`src/rtl/npu_pkg.sv`:
```
// Shared NPU defaults, derived frame lengths and the tile loader state encoding.
package npu_pkg;

  localparam int NPU_DATA_W      = 8;
  localparam int NPU_TILE_DIM    = 6;
  localparam int NPU_K_DIM       = 3;
  localparam int NPU_TILE_BEATS  = NPU_TILE_DIM * NPU_TILE_DIM;          // 36
  localparam int NPU_FRAME_BEATS = NPU_TILE_BEATS + NPU_K_DIM * NPU_K_DIM; // 45

  typedef enum logic [1:0] {
    LOAD  = 2'd0,
    START = 2'd1,
    WAIT  = 2'd2
  } ldr_state_e;

  function automatic int tile_beats(input int td);
    return td * td;
  endfunction

  function automatic int frame_beats(input int td, input int kd);
    return td * td + kd * kd;
  endfunction

endpackage

```
`src/rtl/conv_tile_loader.sv`:
```
// Streams a row-major tile + kernel frame into registered arrays and hands it to the conv engine.
// Optional CONV_LOADER_KERNEL_REUSE_EN: tile-only frames that keep the previous kernel.
module conv_tile_loader
  import npu_pkg::*;
#(
  parameter int DATA_W   = NPU_DATA_W,
  parameter int TILE_DIM = NPU_TILE_DIM,
  parameter int K_DIM    = NPU_K_DIM
) (
  input  logic                                      clk,
  input  logic                                      rst,
  input  logic [DATA_W-1:0]                         s_data,
  input  logic                                      s_valid,
  output logic                                      s_ready,
  input  logic                                      s_last,
`ifdef CONV_LOADER_KERNEL_REUSE_EN
  input  logic                                      reuse_kernel,
`endif
  output logic [TILE_DIM-1:0][TILE_DIM-1:0][DATA_W-1:0] input_tile,
  output logic [K_DIM-1:0][K_DIM-1:0][DATA_W-1:0]       kernel,
  output logic                                      conv_start,
  input  logic                                      conv_done,
  output logic                                      busy,
  output logic                                      frame_err
);

  localparam int TILE_BEATS  = tile_beats(TILE_DIM);
  localparam int FRAME_BEATS = frame_beats(TILE_DIM, K_DIM);
  localparam int CNT_W       = $clog2(FRAME_BEATS);

  ldr_state_e        state_q, state_d;
  logic [CNT_W-1:0]  cnt_q, cnt_d;
  logic              conv_start_q, conv_start_d;
  logic              frame_err_q, frame_err_d;
  logic              kvalid_q, kvalid_d;
  logic              reuse_q, reuse_d;
  logic [TILE_DIM-1:0][TILE_DIM-1:0][DATA_W-1:0] tile_q, tile_d;
  logic [K_DIM-1:0][K_DIM-1:0][DATA_W-1:0]       kern_q, kern_d;

  logic              reuse_in, reuse_now, is_final, accept;
  logic [CNT_W-1:0]  last_idx;

`ifdef CONV_LOADER_KERNEL_REUSE_EN
  assign reuse_in = reuse_kernel;
`else
  assign reuse_in = 1'b0;
`endif

  // s_ready drops during reset so nothing is claimed as accepted then
  assign s_ready    = (state_q == LOAD) && !rst;
  assign busy       = (state_q != LOAD);
  assign accept     = s_valid && s_ready;
  assign conv_start = conv_start_q;
  assign frame_err  = frame_err_q;
  assign input_tile = tile_q;
  assign kernel     = kern_q;

  // Reuse decision is latched on beat 0 and governs the rest of the frame
  assign reuse_now = (cnt_q == '0) ? (reuse_in && kvalid_q) : reuse_q;
  assign last_idx  = reuse_now ? CNT_W'(TILE_BEATS - 1) : CNT_W'(FRAME_BEATS - 1);
  assign is_final  = (cnt_q == last_idx);

  always_comb begin
    state_d      = state_q;
    cnt_d        = cnt_q;
    conv_start_d = 1'b0;
    frame_err_d  = frame_err_q;
    kvalid_d     = kvalid_q;
    reuse_d      = reuse_q;
    tile_d       = tile_q;
    kern_d       = kern_q;
    unique case (state_q)
      LOAD: begin
        if (accept) begin
          for (int r = 0; r < TILE_DIM; r++)
            for (int c = 0; c < TILE_DIM; c++)
              if (cnt_q == CNT_W'(r * TILE_DIM + c)) tile_d[r][c] = s_data;
          for (int r = 0; r < K_DIM; r++)
            for (int c = 0; c < K_DIM; c++)
              if (cnt_q == CNT_W'(TILE_BEATS + r * K_DIM + c)) kern_d[r][c] = s_data;
          reuse_d = reuse_now;
          if (s_last != is_final) begin
            frame_err_d = 1'b1;
            cnt_d       = '0;
          end else if (is_final) begin
            state_d      = START;
            cnt_d        = '0;
            conv_start_d = 1'b1;
            if (!reuse_now) kvalid_d = 1'b1;
          end else begin
            cnt_d = cnt_q + CNT_W'(1);
          end
        end
      end
      START: state_d = WAIT;
      WAIT: begin
        if (conv_done) begin
          state_d = LOAD;
          cnt_d   = '0;
        end
      end
      default: state_d = LOAD;
    endcase
  end

  always_ff @(posedge clk or posedge rst) begin
    if (rst) begin
      state_q      <= LOAD;
      cnt_q        <= '0;
      conv_start_q <= 1'b0;
      frame_err_q  <= 1'b0;
      kvalid_q     <= 1'b0;
      reuse_q      <= 1'b0;
      tile_q       <= '0;
      kern_q       <= '0;
    end else begin
      state_q      <= state_d;
      cnt_q        <= cnt_d;
      conv_start_q <= conv_start_d;
      frame_err_q  <= frame_err_d;
      kvalid_q     <= kvalid_d;
      reuse_q      <= reuse_d;
      tile_q       <= tile_d;
      kern_q       <= kern_d;
    end
  end

endmodule
```
`config.mk`:
```
export PLATFORM = sky130hd
export DESIGN_NAME = conv_tile_loader
export DESIGN_NICKNAME = d
export VERILOG_FILES = /design/src/rtl/npu_pkg.sv /design/src/rtl/conv_tile_loader.sv
export SDC_FILE = /design/constraint.sdc
export NUM_CORES = 1
export LEC_CHECK = 0
export ABC_AREA = 1
export CORE_MARGIN = 1
export CORE_UTILIZATION = 54
export CTS_BUF_LIST = sky130_fd_sc_hd__clkbuf_4
export DETAILED_ROUTE_END_ITERATION = 8
export GPL_TIMING_DRIVEN = 0
export HOLD_SLACK_MARGIN = 0.08
export PLACE_DENSITY = 0.88
export SLEW_MARGIN = 20
export SYNTH_ARGS = -nofsm -noshare
export SYNTH_HDL_FRONTEND = slang
export SYNTH_SLANG_ARGS = --single-unit
```
`constraint.sdc`:
```
create_clock -name clk -period 20 [get_ports clk]
set_input_delay 4 -clock clk [delete_from_list [all_inputs] [get_ports clk]]
set_output_delay 4 -clock clk [all_outputs]
set_load 0.03 [all_outputs]
```
### Word-level counts from Yosys, hierarchy flattened

Cells that the tools add are included.

| word-level totals | value |
|---|---|
| output and inout port bits | 364 |
| word-level logic and storage cells | 175 |
| bits in registers | 371 |

| operators by class | value |
|---|---|
| multiplexer cells | 16 |
| add/subtract/negate cells | 1 |
| reductions and logical operators | 56 |
| eq/ne operators | 52 |

Operators by type and width:

| kind | number |
|---|---|
| $reduce_and A3 Y1 | 47 |
| $eq A6 B5 Y1 const B | 16 |
| $eq A6 B6 Y1 const B | 13 |
| $eq A6 B4 Y1 const B | 8 |
| $eq A6 B3 Y1 const B | 4 |
| $mux W6 | 4 |
| $eq A6 B2 Y1 const B | 2 |
| $pmux W6 S2 | 1 |
| $mux W2 | 4 |
| $ne A2 B2 Y1 const B | 4 |
| $add A6 B1 Y6 const B | 1 |
| $eq A6 B1 Y1 const B | 1 |
| $eq A6 B6 Y1 | 1 |
| $logic_not A6 Y1 | 1 |
| $pmux W2 S3 | 1 |
| $mux W1 | 5 |
| $mux W4 | 1 |
| $reduce_and A4 Y1 | 1 |
| $reduce_bool A2 Y1 | 2 |
| $eq A2 B1 Y1 const B | 1 |
| $eq A2 B2 Y1 const B | 1 |
| $logic_and A1 B1 Y1 | 2 |
| $logic_not A2 Y1 | 1 |
| $reduce_and A2 Y1 | 1 |
| other kinds (2) | 2 |

### Depth between registers and ports, before layout

Gate-level depths: netlist (run 1).

| depth | value |
|---|---|
| depth after elaboration | 8 |
| depth in mapped cells | 11 |

### Least setup slack after synthesis (run 1)

No wires, ideal clock.

| timing | value |
|---|---|
| path type | input-to-output |
| start point | input rst |
| end point | output s_ready |
| data arrival time | 4.221 ns |
| buffers on the path | 0 |
| slack | 11.779 ns |
| cell stages on the path | 1 |
| cells stage by stage | nor2_4 |

| between the ends | value |
|---|---|
| word-level cells in the longest chain between the ends | 2 |

RTL lines:

| item | RTL line | source |
|---|---|---|
| start: declaration | conv_tile_loader.sv:11 | `input logic rst,` |
| $logic_not A1 Y1 (no source line) | n/a |  |
| $logic_and A1 B1 Y1 | conv_tile_loader.sv:50 | `assign s_ready = (state_q == LOAD) && !rst;` |
| end: declaration | conv_tile_loader.sv:14 | `output logic s_ready,` |

No other way between the ends.

### Worst setup path in the final report (run 1)

Same ends and word-level chain as after synthesis.

==> results of run 1 <==
worst paths after layout:
path / endpoint / slack (ns) / cells after the start
worst max-delay path: s_ready / 10.54 / 3
worst min-delay path: state_q[1]$_DFFE_PP0P_ / 0.48 / 1
worst max register to register: input_tile[161]$_DFFE_PP0P_ / 17.76 / 8
worst min register to register: state_q[1]$_DFFE_PP0P_ / 0.48 / 1
max in group asynchronous: input_tile[207]$_DFFE_PP0P_ / 15.16 / 3
min in group asynchronous: input_tile[244]$_DFFE_PP0P_ / 3.89 / 2
layout make-up:
class	count	share of cell area, %
timing repair buffer	379	19.7
clock buffer	128	4.91
clock inverter	39	0.997
buffer	80	2.98
sequential	371	47.4
antenna	2	0.0256
tap	330	2.11
multi-input combinational	846	21.3
inverter	28	0.575
state kept, by name, summed over array words and instances (netlist names):
name,cells
conv_start,1
cnt_q,6
kernel,72
input_tile,288
reuse_q,1
frame_err,1
state_q,2
worst max-delay path, delay by kind of cell:
kind,cells,cell delay [ns]
buffers and inverters,2,1.25
AND/OR/NAND/NOR,1,0.21
cells in the final DEF, fill, tap and decap left out, types with 2 or more instances in the layout:
cell,n
nand2_1,400
clkdlybuf4s50_1,376
inv_1,27
nand4_1,4
o21bai_1,2
clkbuf_1,43
dfrtp_1,371
nor2_4,2
ha_1,5
buf_16,3
buf_6,33
nor2_1,29
clkbuf_4,128
clkinv_1,26
diode_2,2
nand2_4,21
buf_12,2
clkinv_2,8
a21oi_1,3
nand2_2,10
nor3_4,2
o21ai_1,99
o21ai_2,65
nand3_1,4
clkinvlp_4,2
o21ai_0,199
buf_2,2
cell families (layout without fill, tap and decap cells):
family,after synthesis,count (layout)
other,0,2
adder cells (fa/ha/maj),5,5
AND/OR/NAND/NOR,472,472
buffers and inverters,108,654
AO/OA/AOI/OAI,369,369
flip-flops,371,371
where the power goes:
group / switching (mW) / internal (mW)
sequential: 0.0375 / 0.809
clock: 0.310 / 0.312
combinational: 0.251 / 0.138
per-stage QoR:
| stage | utilization [%] | total power [mW] | area (µm²) | std cells |
|---|---|---|---|---|
| floorplan | - | 1.07 | 14100 | 1325 |
| global placement | 72.1 | 1.24 | 18300 | 2031 |
| detailed placement | 72.5 | 1.25 | 18400 | 2034 |
| CTS | 77.0 | 1.87 | 19600 | 2201 |
| global route | 77.0 | 1.93 | 19600 | 2203 |
| finish | 77.0 | 1.86 | 19600 | 2203 |
routing by layer:
metal | track usage, % | vias up | part of all wire [%]
li1 | - | 5363 | -
met2 | 53.7 | 597 | 48
met3 | 10.3 | 118 | 9.2
met1 | 42.8 | 5978 | 39
met5 | 0 | - | 0
met4 | 15.8 | 0 | 3.9
==> reports/qor.yml, run 1 <==
status: "finished clean"
path_cells: "clkdlybuf4s50_1, nor2_4, clkdlybuf4s50_1"
port_buffers: 376
finalMaxSlewViolations: 0
via_per_inst: 5.47
place_hpwl_um: 30500
yosysSeqAreaShare_pct: 65.6
period_share_pct: 47.3
cts_buffers: 93
hold_path.class: "reg -> reg"
clock_skew_ns: 0.0492
nNetsFinal: 1817
die_area_um2: 26800
multi_input_area_um2: 4170
clk_latency_ns: 0.72
p_leak_nw: 8.99
cts_sinks: 371
hp-start: "state_q[1]$_DFFE_PP0P_"
synth_compound_area_share_pct: 14.8
yosysWarnings: 0
critical_path_class: "in -> out"
vias: 12056
powerDensity_nw_per_um2: 94.9
whs_ns: 0.477
slew_headroom_pct: 44.5
tritoncts: "built"
drtIter0Drc: 904
gp_congestion: 0.918
async_reset_ff_share_pct: 100
ys_types: 21
clock_tree.root_cell: "clkbuf_4"
critPathLaunch: "rst"
clk_pin_slew_worst_paths_ns: 0.06
netlist.top_cell.by_area: "dfrtp_1"
core-area_um2: 25400
antenna_found_initial: 2
critical_path_arrival_ns: 5.46
synth_fa_ha_area_share_pct: 0.442
initial_core_util_pct: 55.7
worstMarginPinSlew_ns: 0.832
rows: 58
postSynthCellCount: 1325
critPathLaunchType: "input pin"
cts_resized: 0
tns_ns: 0
yosys.area_share.simple_pct: 14.2
drc: 0
drv_cap: 0
synth_ff_type: "dfrtp_1"
rsz0062_at_grt: "false"
clock_path_buffers: 3
drt_pass1_iterations: 5
cp.required_ns: 16.00
max_stage_delay_ns: 0.68
cp_max_fo: 3
regArea_um2: 9280
critPathSlowestCell: "clkdlybuf4s50_1"
fmax_mhz: 106
netlist.area_leader.share_pct: 65.6
synth_mux_area_share_pct: 0
die_w_um: 164
synth_edf_count: 0
report.final.setup_viol: 0
finalHoldViolations: 0
drive_above_1_share_pct: 15.1
cts_max_level: 3
wl_per_cell_um: 20.2
io_pins: 377
place_ws_ns: 10.54
vdd_drop_max_mv: 0.0582
routed_wl_um: 44600
syn_area_um2: 14100
hold_buffers: 0
synth_top_family_by_area: "compound AO/OA/AOI/OAI gates"
end_kind: "output pin"
overflow: 0
ant_nets: 0
syn_to_final_growth_pct: 38.4
r2r-start: "cnt_q[0]$_DFFE_PP0P_"
path_common_cell: "clkdlybuf4s50_1"
fin_ws_ns: 10.54
grt_max_degree: 109
synth-seq-cells: 371
die_y_um: 164
min_period_ns: 9.46
synth_xor_area_share_pct: 0
synth_nets: 1343
grt_use_total_pct: 33.8
first_global_vias: 12047
synth_common_cells: "400 x nand2_1, 371 x dfrtp_1, 199 x o21ai_0, 99 x o21ai_1, 65 x o21ai_2"
grt_pass1_wl_um: 67900
synth_most_common_cell: "nand2_1"
nFillCells: 1634
avgSynthCellArea_um2: 10.7
synth_area_leaders: "dfrtp_1 66%, nand2_1 11%, o21ai_0 7.0%"
cts_setup_buffers: 0
Note: power is estimated with default switching activity, not from simulation.
==> run 2, diff against run 1 <==
--- a/config.mk
+++ b/config.mk
@@ -7,12 +7,12 @@
 export LEC_CHECK = 0
 export ABC_AREA = 1
 export CORE_MARGIN = 1
-export CORE_UTILIZATION = 54
+export CORE_UTILIZATION = 50
 export CTS_BUF_LIST = sky130_fd_sc_hd__clkbuf_4
 export DETAILED_ROUTE_END_ITERATION = 8
 export GPL_TIMING_DRIVEN = 0
 export HOLD_SLACK_MARGIN = 0.08
-export PLACE_DENSITY = 0.88
+export PLACE_DENSITY = 0.82
 export SLEW_MARGIN = 20
 export SYNTH_ARGS = -nofsm -noshare
 export SYNTH_HDL_FRONTEND = slang
==> constraint.sdc (replaced) <==
create_clock -name clk -period 9.7 [get_ports clk]
set_input_delay 1.94 -clock clk [delete_from_list [all_inputs] [get_ports clk]]
set_output_delay 1.94 -clock clk [all_outputs]
set_load 0.03 [all_outputs]
==> reports/qor.yml, run 2 (same netlist as run 1, synthesis figures left out) <==
cp.required_ns: 7.76  # -8.24 ns
grt_max_degree: 36  # -67%
p_clk_share_pct: 33.4  # about the same
vdd_drop_max_mv: 0.122  # +110%
rsz0062_at_grt: "false"
die_y_um: 170  # +3.9%
hold_buffers: 0  # unchanged
vias: 11868  # -1.6%
path_cells: "clkdlybuf4s50_1, nor2_4, clkdlybuf4s50_1"
cp_max_fo: 3  # unchanged
critical_path_arrival_ns: 3.30  # -2.16 ns
antenna_found_initial: 1  # -1
slew_headroom_pct: 35.6  # -8.9 points
hp-start: "input_tile[37]$_DFFE_PP0P_"
min_period_ns: 5.24
tns_ns: 0  # unchanged
drc: 0  # unchanged
grt_pass1_wl_um: 67100  # -1.2%
layout_common_cells: "400 x nand2_1, 376 x clkdlybuf4s50_1, 371 x dfrtp_1"
finalMaxSlewViolations: 0  # unchanged
place_hpwl_um: 30900  # +1.3%
cts_max_level: 3  # unchanged
rows: 61  # +5.2%
clock_skew_ns: 0.0604  # +0.0112 ns
finalHoldViolations: 0  # unchanged
path_common_cell: "clkdlybuf4s50_1"
clock_path_buffers: 3  # unchanged
critical_path_class: "in -> out"
hold_path_end: "input_tile[37]$_DFFE_PP0P_"
min_path_cells: 2  # +1
pwr-share-seq_pct: 45.5  # about the same
core-area_um2: 27800  # +9.4%
wl_per_cell_um: 19.6  # -3.1%
nNetsFinal: 1826  # +0.50%
clk_latency_ns: 0.72  # about the same
power.switching_mw: 1.22  # +100%
power_mw: 3.82  # +110%
period_share_pct: 54.0
ant_nets: 0  # unchanged
largest_reg_flops: 288  # unchanged
cts_setup_buffers: 0  # unchanged
hold_path.class: "reg -> reg"
first_global_vias: 11843  # -1.7%
die_area_um2: 29000  # +7.9%
cts_buffers: 93  # unchanged
drtIter0Drc: 861  # -4.8%
cts_sinks: 371  # unchanged
status: "finished clean"
fmax_mhz: 191
port_buffers: 376  # unchanged
critPathLaunchType: "input pin"
p_leak_nw: 9.04  # +0.52%
final_common_cell: "nand2_1"
p_int_mw: 2.61  # +110%
cts_resized: 0  # unchanged
powerDensity_nw_per_um2: 194  # +100%
clk_pin_slew_worst_paths_ns: 0.06  # about the same
r2r-end: "cnt_q[2]$_DFFE_PP0P_"
r2r-start: "cnt_q[0]$_DFFE_PP0P_"
drive_above_1_share_pct: 15.2  # +0.16 points
clock_tree.root_cell: "clkbuf_4"
overflow: 0  # unchanged
report.final.setup_viol: 0  # unchanged
grt_use_total_pct: 30.8  # -3.0 points
netSwitchingFraction_pct: 31.9  # -0.36 points
io_pins: 377  # unchanged
drv_cap: 0  # unchanged
end_kind: "output pin"
initial_core_util_pct: 50.9  # -4.8 points
gp_congestion: 0.833  # -9.2%
die_w_um: 170  # +3.9%
worstMarginPinSlew_ns: 0.966  # +0.134 ns
ff2ff_path_depth: 11  # +3
tritoncts: "built"
rrSetupSlack_ns: 7.46  # -10.30 ns
critPathSlowestCell: "clkdlybuf4s50_1"
combPwrFrac_pct: 21.2  # +0.3 points
max_stage_delay_ns: 0.68  # about the same
drt_pass1_iterations: 7  # +2
routed_wl_um: 44100  # -0.99%
via_per_inst: 5.27  # -3.6%
syn_to_final_growth_pct: 39.7
[run 2: changes by cell type in the layout (fill, tap and decap cells not counted), moves of 3 or more]
cell,change
buf_16,-3
buf_12,+12
clkinv_1,-3
clkbuf_4,+3
clkinv_2,-8
[run 2: worst max path at each step]
stage,start,to
after CTS,rst,s_ready
after detailed placement,rst,s_ready
final,rst,s_ready
after global routing,rst,s_ready
after floorplan,rst,cnt_q[0]$_DFFE_PP0P_
after global placement,rst,input_tile[186]$_DFFE_PP0P_
[run 2: layer usage]
metal / up-vias / track usage, % / wire, µm
met2: 539 / 48.7 / 21100
li1: 5391 / - / -
met5: - / 0 / 0
met1: 5813 / 38.9 / 17400
met4: 0 / 13.8 / 1660
met3: 125 / 9.95 / 3940
[run 2: stage by stage]
| stage | hold slack, ns | instance area, µm² | util, % | worst slack, ns | std cells |
|---|---|---|---|---|---|
| 2_1_floorplan | 0.447 | 14100 | - | 2.78 | 1325 |
| 3_3_place_gp | 0.460 | 18400 | 66.2 | 0.468 | 2079 |
| 3_5_place_dp | 0.468 | 18600 | 67.0 | 4.46 | 2091 |
| 4_1_cts | 0.484 | 19700 | 71.1 | 4.46 | 2249 |
| 5_1_grt | 0.498 | 19800 | 71.1 | 4.42 | 2250 |
| 6_report | 0.480 | 19800 | 71.1 | 4.46 | 2250 |
[run 2: power groups by stage]
stage	sequential, mW	combinational, mW	clock [mW]
global placement	1.76	0.788	0
detailed placement	1.76	0.815	0
floorplan	2.00	0.201	0
finish	1.74	0.811	1.28
global route	1.75	0.851	1.38
CTS	1.74	0.816	1.29
[run 2: cell type report]
class,count,area [µm²]
sequential,371,9280
fill,2078,8030
multi-input combinational,846,4170
timing repair buffer,388,4000
clock buffer,131,983
buffer,80,583
tap,378,473
clock inverter,27,141
inverter,28,109
antenna,1,2.50
[run 2: critical path, delay by kind of cell]
| kind | cells | cell delay, ns |
|---|---|---|
| buf+inv | 2 | 1.19 |
| simple gates | 1 | 0.17 |
==> run 3, diff against run 2 <==
==> constraint.sdc (replaced) <==
create_clock -name clk -period 5.47 [get_ports clk]
set_input_delay 1.094 -clock clk [delete_from_list [all_inputs] [get_ports clk]]
set_output_delay 1.094 -clock clk [all_outputs]
set_load 0.03 [all_outputs]
==> results of run 3 <==
Same layout as run 2 (identical final DEF). Status: finished clean.
Among the figures that moved: setup slack after placement 4.46 ns -> 1.93 ns; setup slack after layout 4.46 ns -> 1.93 ns; register-to-register setup slack 7.46 ns -> 3.23 ns; total power 3.82 mW -> 6.78 mW; worst IR drop on VDD 0.122 mV -> 0.217 mV
